**src/rtl/vga_pkg.sv**
```systemverilog
// ---------------------------------------------------------------------------
// vga_pkg
//   Shared timing constants, frame-buffer geometry and helper types for the
//   VGA frame-buffer arbiter.
//
//   The frame buffer stores one COLOR_W word per 4x4 screen block, giving a
//   160x120 grid. Words are laid out row-major: addr = row*160 + col.
// ---------------------------------------------------------------------------
package vga_pkg;

  // Display timing, in pixel clocks and lines
  localparam int H_ACTIVE = 640;
  localparam int V_ACTIVE = 480;
  localparam int H_TOTAL  = 800;
  localparam int V_TOTAL  = 525;

  // Frame-buffer geometry
  localparam int FB_COLS  = H_ACTIVE / 4;
  localparam int FB_ROWS  = V_ACTIVE / 4;
  localparam int FB_WORDS = FB_COLS * FB_ROWS;

  // Datapath widths
  localparam int ADDR_W   = 15;
  localparam int COLOR_W  = 3;
  localparam int PIX_W    = 10;

  typedef logic [ADDR_W-1:0]  fb_addr_t;
  typedef logic [COLOR_W-1:0] color_t;
  typedef logic [PIX_W-1:0]   pix_t;

  // One buffered host write
  typedef struct packed {
    logic     valid;
    fb_addr_t addr;
    color_t   data;
  } wr_req_t;

  // What the single RAM port does in a given cycle
  typedef enum logic [1:0] {
    MEM_IDLE  = 2'd0,
    MEM_FETCH = 2'd1,
    MEM_WRITE = 2'd2,
    MEM_DROP  = 2'd3   // pending write is out of range, retire it silently
  } mem_op_e;

  // row*160 + col without a multiplier: 160 = 128 + 32.
  // row < 120 and col < 160 keep the result at or below 19199.
  function automatic fb_addr_t fb_addr(input logic [6:0] row,
                                       input logic [7:0] col);
    fb_addr_t r;
    r = fb_addr_t'(row);
    return (r << 7) + (r << 5) + fb_addr_t'(col);
  endfunction

endpackage

```
**src/rtl/vga_fetch_sched.sv**
```systemverilog
// ---------------------------------------------------------------------------
// vga_fetch_sched
//   Decides, from the current raster position, whether this cycle is a
//   display fetch cycle and which frame-buffer word to read.
//
//   A word is read once per 4-pixel group, two cycles ahead of the group's
//   first pixel (phase 2 of the previous group). Group 0 of a line is
//   fetched at the tail of the previous line (pixel_x == H_TOTAL-2).
//
// Ports
//   pixel_x     in   current column from vga_sync
//   pixel_y     in   current line from vga_sync
//   fetch_cycle out  RAM port is claimed by the display this cycle
//   fetch_addr  out  word address to read (0 when not fetching)
// ---------------------------------------------------------------------------
module vga_fetch_sched
  import vga_pkg::*;
(
  input  logic [PIX_W-1:0]  pixel_x,
  input  logic [PIX_W-1:0]  pixel_y,
  output logic              fetch_cycle,
  output logic [ADDR_W-1:0] fetch_addr
);

  logic [1:0]       phase;
  logic [PIX_W-1:0] ny;
  logic             mid_line;
  logic             line_wrap;
  logic [6:0]       row;
  logic [7:0]       col;

  always_comb begin
    phase = pixel_x[1:0];

    // Line that follows the current one, wrapping at the end of the frame
    ny = (pixel_y == PIX_W'(V_TOTAL - 1)) ? '0 : pixel_y + PIX_W'(1);

    // Next group still lies on this visible line
    mid_line  = (phase == 2'd2) &&
                (pixel_x < PIX_W'(H_ACTIVE - 2)) &&
                (pixel_y < PIX_W'(V_ACTIVE));

    // Prefetch group 0 of the next line, if that line is visible
    line_wrap = (phase == 2'd2) &&
                (pixel_x == PIX_W'(H_TOTAL - 2)) &&
                (ny < PIX_W'(V_ACTIVE));

    fetch_cycle = mid_line | line_wrap;

    if (line_wrap) begin
      row = 7'(ny >> 2);
      col = '0;
    end else begin
      row = 7'(pixel_y >> 2);
      col = 8'(pixel_x >> 2) + 8'd1;
    end

    fetch_addr = fetch_cycle ? fb_addr(row, col) : '0;
  end

endmodule

```
**src/rtl/vga_fb_arbiter.sv**
```systemverilog
// ---------------------------------------------------------------------------
// vga_fb_arbiter
//   Shares one single-port synchronous frame-buffer RAM between the VGA
//   display fetch and a host write port. The display always wins; host
//   writes sit in a one-entry holding register and go out in the next
//   cycle that is not a fetch cycle. Writes beyond the frame buffer are
//   accepted and then dropped without touching the RAM.
//
// Ports
//   clk          in   pixel clock (pixel_x steps by one per cycle)
//   reset        in   synchronous, active-high
//   pixel_x/y    in   raster position from vga_sync
//   video_on     in   active-area flag from vga_sync
//   host_valid   in   host write request
//   host_ready   out  holding register empty
//   host_addr    in   word address, row*160+col
//   host_wdata   in   write data
//   mem_addr     out  RAM address
//   mem_we       out  RAM write enable
//   mem_wdata    out  RAM write data
//   mem_rdata    in   RAM read data, one cycle after the address
//   rgb          out  pixel colour, 0 outside the active area
//   frame_start  out  one-cycle pulse the cycle after (0,0)
// ---------------------------------------------------------------------------
module vga_fb_arbiter
  import vga_pkg::*;
(
  input  logic               clk,
  input  logic               reset,
  input  logic [PIX_W-1:0]   pixel_x,
  input  logic [PIX_W-1:0]   pixel_y,
  input  logic               video_on,
  input  logic               host_valid,
  output logic               host_ready,
  input  logic [ADDR_W-1:0]  host_addr,
  input  logic [COLOR_W-1:0] host_wdata,
  output logic [ADDR_W-1:0]  mem_addr,
  output logic               mem_we,
  output logic [COLOR_W-1:0] mem_wdata,
  input  logic [COLOR_W-1:0] mem_rdata,
  output logic [COLOR_W-1:0] rgb,
  output logic               frame_start
);

  logic     fetch_cycle;
  fb_addr_t fetch_addr;
  wr_req_t  pend;
  color_t   cur_word;
  mem_op_e  mem_op;
  logic     pend_fire;

  vga_fetch_sched u_sched (
    .pixel_x     (pixel_x),
    .pixel_y     (pixel_y),
    .fetch_cycle (fetch_cycle),
    .fetch_addr  (fetch_addr)
  );

  assign host_ready = ~pend.valid;

  // Port arbitration. Reset masks everything so a write held in the
  // register when reset arrives can never reach the RAM.
  always_comb begin
    mem_op = MEM_IDLE;
    if (reset)
      mem_op = MEM_IDLE;
    else if (fetch_cycle)
      mem_op = MEM_FETCH;
    else if (pend.valid)
      mem_op = (pend.addr < ADDR_W'(FB_WORDS)) ? MEM_WRITE : MEM_DROP;
  end

  // Holding register retires whether the write is performed or dropped
  assign pend_fire = (mem_op == MEM_WRITE) || (mem_op == MEM_DROP);

  always_comb begin
    mem_addr  = '0;
    mem_we    = 1'b0;
    mem_wdata = '0;
    unique case (mem_op)
      MEM_FETCH: mem_addr = fetch_addr;
      MEM_WRITE: begin
        mem_addr  = pend.addr;
        mem_we    = 1'b1;
        mem_wdata = pend.data;
      end
      default: ;
    endcase
  end

  always_ff @(posedge clk) begin
    if (reset) begin
      pend        <= '0;
      cur_word    <= '0;
      frame_start <= 1'b0;
    end else begin
      // Accept and retire never coincide: accept needs the register empty,
      // retire needs it full.
      if (host_valid && host_ready)
        pend <= '{valid: 1'b1, addr: host_addr, data: host_wdata};
      else if (pend_fire)
        pend.valid <= 1'b0;

      // Read data for the fetch issued at phase 2 lands during phase 3;
      // latch it so it covers the whole next 4-pixel group.
      if (pixel_x[1:0] == 2'd3)
        cur_word <= mem_rdata;

      frame_start <= (pixel_x == '0) && (pixel_y == '0);
    end
  end

  assign rgb = video_on ? cur_word : '0;

endmodule

```
**config.mk**
```make
export PLATFORM = sky130hd
export DESIGN_NAME = vga_fb_arbiter
export DESIGN_NICKNAME = d
export VERILOG_FILES = /design/src/rtl/vga_pkg.sv /design/src/rtl/vga_fetch_sched.sv /design/src/rtl/vga_fb_arbiter.sv
export SDC_FILE = /design/constraint.sdc
export NUM_CORES = 1
export LEC_CHECK = 0
export CORE_UTILIZATION = 40
export CTS_CLUSTER_SIZE = 8
export DETAILED_ROUTE_END_ITERATION = 7
export PLACE_DENSITY = 0.75
export SLEW_MARGIN = 40
export SYNTH_ARGS = -nofsm -noshare
export SYNTH_HDL_FRONTEND = slang
export SYNTH_SLANG_ARGS = --single-unit
```
**constraint.sdc**
```tcl
create_clock -name clk -period 5.05 [get_ports clk]
set_input_delay 1.01 -clock clk [delete_from_list [all_inputs] [get_ports clk]]
set_output_delay 1.01 -clock clk [all_outputs]
set_load 0.05 [all_outputs]
```
**Word level (Yosys, flattened, before mapping)**

Index checks and enable logic that the tools add are counted.

- Div/mod/pow operators: 0
- Multiplexer cells: 14
- $lt $le $gt $ge: 4
- Reduce and logical (&&, ||, !) cells: 10
- Eq/ne operators: 7
- Bitwise gates (word level): 2
- Multiply operators: 0
- Shift operators: 0
- Add/subtract/negate cells: 4

Operators by type and width:

| cell | number |
|---|---|
| case mux 15 bit (2 select lines) | 1 |
| equality test 10 bit, second input constant | 2 |
| zero test 10 bit | 2 |
| < comparator 10 x 9 -> 1 bit, second input constant | 2 |
| adder 14 x 12 -> 15 bit | 1 |
| adder 15 x 8 -> 15 bit | 1 |
| < comparator 15 bit, second input constant | 1 |
| two-way mux 15 bit | 1 |
| adder 10 x 1 -> 10 bit, second input constant | 1 |
| < comparator 10 bit, second input constant | 1 |
| two-way mux 10 bit | 1 |
| adder 8 x 1 -> 8 bit, second input constant | 1 |
| equality test 2 bit, second input constant | 4 |
| two-way mux 8 bit | 1 |
| two-way mux 7 bit | 1 |
| logical AND 1 bit | 6 |
| two-way mux 2 bit | 3 |
| two-way mux 3 bit | 2 |
| two-way mux 1 bit | 4 |
| equality test 2 x 1 -> 1 bit, second input constant | 1 |
| nonzero test 2 bit | 1 |
| logical OR 1 bit | 1 |
| NOT 1 bit | 1 |
| bitwise OR 1 bit | 1 |

- RAM bits: 0
- Output and inout bits: 24
- Register bits: 23
- Input bits: 45
- Memory bits (read-only): 0
- Latch bits: 0
- Logic and storage cells: 46
- Memories: 0

**Depth between registers and ports, before layout**

- Depth after elaboration: 11
- Mapped depth: 17
- Gate-level depth less buffers: 17

**By module**

A second synthesis with hierarchy kept.

- Cells, all modules: 302
- Area total of the unflattened synthesis: 2123.3 um^2

By module, submodules not included:

| module | instances | cells each | seq. area each (um^2) | area an instance (um^2) |
|---|---|---|---|---|
| vga_fb_arbiter | 1 | 164 | 460.4 | 1164.9 |
| vga_fetch_sched | 1 | 138 | 0.0 | 958.4 |

**Least setup slack after synthesis**

No wires, ideal clock.

- Kind: input to output
- Start: input port pixel_y[5]
- End: output port mem_addr[12]
- Buffers on the path: 0
- Arrival: 4.870 ns
- Required time: 4.040 ns
- Path slack: -0.830 ns
- Cell stages on the path: 17
- Cells stage by stage: nor4_2 -> nand2_1 -> o221a_4 -> nor3_4 -> and3_1 -> o21a_1 -> inv_1 -> fa_1 -> inv_1 -> fa_1 -> a21o_1 -> a21oi_1 -> o21bai_1 -> a21oi_1 -> xnor2_1 -> a22oi_1 -> nor2_1

- Word-level cells in the longest chain between the ends: 9
- Elaborated cells between the ends (all ways): 18
- Classes of those cells: 3 x add/sub; 2 x order compare; 3 x eq/ne; 7 x mux; 1 x bitwise; 2 x reduce/logical

Ends and longest elaborated chain:

| what | line | source |
|---|---|---|
| start, declared | vga_fb_arbiter.sv:31 | `input logic [PIX_W-1:0] pixel_y,` |
| adder 10 x 1 -> 10 bit / equality test 10 bit (equally long branches) | vga_fetch_sched.sv:36 | `ny = (pixel_y == PIX_W'(V_TOTAL - 1)) ? '0 : pixel_y + PIX_W'(1);` |
| two-way mux 10 bit | vga_fetch_sched.sv:36 |  |
| < comparator 10 x 9 -> 1 bit | vga_fetch_sched.sv:46 | `(ny < PIX_W'(V_ACTIVE));` |
| logical AND 1 bit | vga_fetch_sched.sv:45 | `(pixel_x == PIX_W'(H_TOTAL - 2)) &&` |
| two-way mux 7 bit / bitwise OR 1 bit (equally long branches) | vga_fetch_sched.sv:50, vga_fetch_sched.sv:48 |  |
| adder 14 x 12 -> 15 bit / two-way mux 2 bit (equally long branches) | vga_pkg.sv:52, vga_fb_arbiter.sv:67 |  |
| adder 15 x 8 -> 15 bit / two-way mux 2 bit (equally long branches) | vga_pkg.sv:52, vga_fb_arbiter.sv:65 |  |
| two-way mux 15 bit, or another cell as far along | vga_fetch_sched.sv:58 | `fetch_addr = fetch_cycle ? fb_addr(row, col) : '0;` |
| case mux 15 bit (2 select lines) * | vga_fb_arbiter.sv:80 | `unique case (mem_op)` |
| end, declared | vga_fb_arbiter.sv:37 | `output logic [ADDR_W-1:0] mem_addr,` |

Mark *: on every way between the ends. The rest lies on a longest branch, timed or not.

**Worst setup path after layout**

- Start: input port pixel_y[4]
- End: output port mem_addr[13]

Same word-level chain as after synthesis.

==> run metrics <==
outcome complete, but fails checks; failing checks negative setup slack; Detailed Route Iter0 Violations 251; Peak VDD IR 0.191 mV; initial core utilization 41.3%; Tightest Hold Check Type reg2reg; ratio of cells with drive above 1 in the final layout 48.0%; mean area per synthesized cell 7.39 µm²; Boundary Pins 69; met1 wire length 3.67 mm; most frequent cells in the layout 106 x buf_4, 49 x nand2_1, 29 x clkdlybuf4s50_1, 25 x a21oi_1, 23 x dfxtp_1; Fillers 224; Async SR Flop Fraction 0%; H-tree depth 1; gr usage total 32.6%; Syn Nets 329; Die Area 0.00516 mm²; routed length per placed instance 19.5 µm; max cap viols 0; first-pass GRT wire length 13.2 mm; cts bufs inserted 3; WL final 9.98 mm; Final Instance Count excl. Fillers 513; clock-pin slew of the registers on the worst-case setup and hold paths 0.10 ns; synth-to-layout area growth 108%; Max clock buf depth 2; Pins Over Slew Limit 0; RSZ-0062 raised after global routing true; buffers and inverters on the worst path 4; Root Driver clkbuf_8; most used flip-flop cell after synthesis dfxtp_1; Critical Path Source Type input pin; Final Hold Viols 0; Yosys warnings 0; Core Box Area 0.00472 mm²; CTS Sinks 23; Via density 5.78; most common cell after layout, fill and taps aside buf_4; initial antenna violation count 0; chip width 71.9 µm; nets 512; hold buffer count at cts 0; Post-DP HPWL 4.79 mm; RD Place Congestion 0.820; sequential area share after synthesis 23.6%; Slew HR 63.2%; period utilization 116%; Max stage delay on crit path 0.44 ns; vias in the first global route 2,800; Synth cell types 41; PortBufs 68; Pleak 0.00177 µW; setup ws final -0.829 ns; WP data required 4.04 ns; post-synthesis instance total 264; Pre-antenna DRT Iters 5; setup violators final 9; Core Util, Final 86.1%; pwr dens 146 mW/mm²; grt ovf 0; row cnt 25; pin count of the biggest net entering global routing 25; CP max-delay cell fa_1; CTS tree done; worst path cell trace buf_8 -> nor4_4 -> nand2_2 -> o221a_4 -> or3_4 -> o21a_1 -> a21o_1 -> inv_2 -> fa_1 -> inv_2 -> ha_4 -> a21o_1 -> a211oi_2 -> nor2_2 -> o41ai_2 -> xnor3_1 -> a22oi_2 -> nor2_4 -> buf_6; clock insertion delay at the later pin of the skew report 0.27 ns; CP delay by family, top compound AO/OA/AOI/OAI gates; max layer used met4; CP arrival 4.87 ns; DP Cell Count 457; via count 2,967; Post-synth EDFFs 0; transition time of the tightest slew-check pin 0.550 ns; CP max FO 3; Worst Clk Skew 0.0122 ns; metal3 WL 825 µm; Mapped Area 0.00195 mm²; CP endpoint kind primary output; Setup TNS -4.64 ns; CP Class in2out; WL met2 4.78 mm; crit path time final 5.88 ns; DRC 0; post-synthesis register bit count 23; die height 71.9 µm; Antenna Nets Post-Route 0; Antenna diodes 0; Fmax 170 MHz
==> synth_stat cells (all sizes together), types with 2 or more instances <==
cell	number	area, µm²
xnor2	9	78.8
o21a	2	15.0
o21ai	4	20.0
nor3	6	46.3
buf	3	13.8
and2	8	50.1
xor2	5	43.8
and3	2	13.8
a22oi	14	105
a21oi	29	145
nand4	3	18.8
nor4	3	40.0
ha	18	225
nor2b	3	18.8
a21o	6	45.0
dfxtp	23	460
inv	10	37.5
clkbuf	8	30.0
nand3	15	75.1
nand2	50	188
nor2	28	105
fa	2	40.0
==> kinds of logic after synthesis <==
| kind of cell | synth area share, % |
|---|---|
| compound gates | 20.5 |
| xor+xnor | 7.44 |
| fa+ha+maj | 13.6 |
| buf+inv | 4.17 |
| flops | 23.6 |
| simple gates | 30.7 |
==> worst paths after layout <==
kind | cells after the start | startpoint | endpoint | slack, ns
worst max-delay path | 19 | pixel_y[4] | mem_addr[13] | -0.83
worst min-delay path | 2 | pend[2] | pend[2] | 0.46
worst max register to register | 10 | pend[12] | pend[18] | 3.09
worst min register to register | 2 | pend[2] | pend[2] | 0.46
==> registers in the layout, summed over array words and instances (netlist names) <==
signal,cells
pend,19
cur_word,3
frame_start,1
==> stage by stage <==
step	hold slack [ns]	cell area, µm²	total power, µW	worst slack, ns
2_1_floorplan	0.432	2070	309	-0.300
3_3_place_gp	0.439	3500	423	-1.06
3_5_place_dp	0.443	3500	428	-1.13
4_1_cts	0.455	4010	561	-0.543
5_1_grt	0.484	4070	626	-0.909
6_report	0.460	4070	595	-0.829
==> per-layer routing <==
metal	global-route usage (%)	up-vias
met5	0	-
met4	13.9	0
met3	8.44	98
met1	37.1	1366
met2	57.5	215
li1	-	1288
==> worst register-to-register path: stages (launching register included) <==
cell      delay [ns]
dfxtp_1         0.34
a21oi_1         0.17
nor2b_1         0.07
o311ai_0        0.37
a21o_1          0.21
buf_4           0.11
ha_1            0.21
buf_12          0.16
nor2_1          0.05
a21oi_1         0.14
nor2_1          0.05
==> power breakdown <==
| part | switching, µW | internal [µW] | leakage [µW] |
|---|---|---|---|
| logic | 137 | 137 | 0.00156 |
| registers | 7.73 | 192 | 0.000189 |
| clock network | 66.5 | 55.9 | 0.0000217 |
| total | 211 | 384 | 0.00177 |
==> cell type report <==
cell class	count	area, µm²	share of cell area, %
well taps	67	83.8	2.06
inverters	10	37.5	0.923
flip-flops and latches	23	460	11.3
clock inverters	1	7.51	0.185
clock buffers	3	41.3	1.01
multi-input cells	220	1660	40.9
repair buffers	189	1780	43.6
==> repair_timing <==
| item | 4_1_cts | 5_1_grt |
|---|---|---|
| endpoints found under the setup margin | 11 | 10 |
| pin swaps | 32 | 33 |
| gates resized for setup | 79 | 33 |
| buffers inserted | 49 | 5 |
Power figures use the tool's default switching activity.
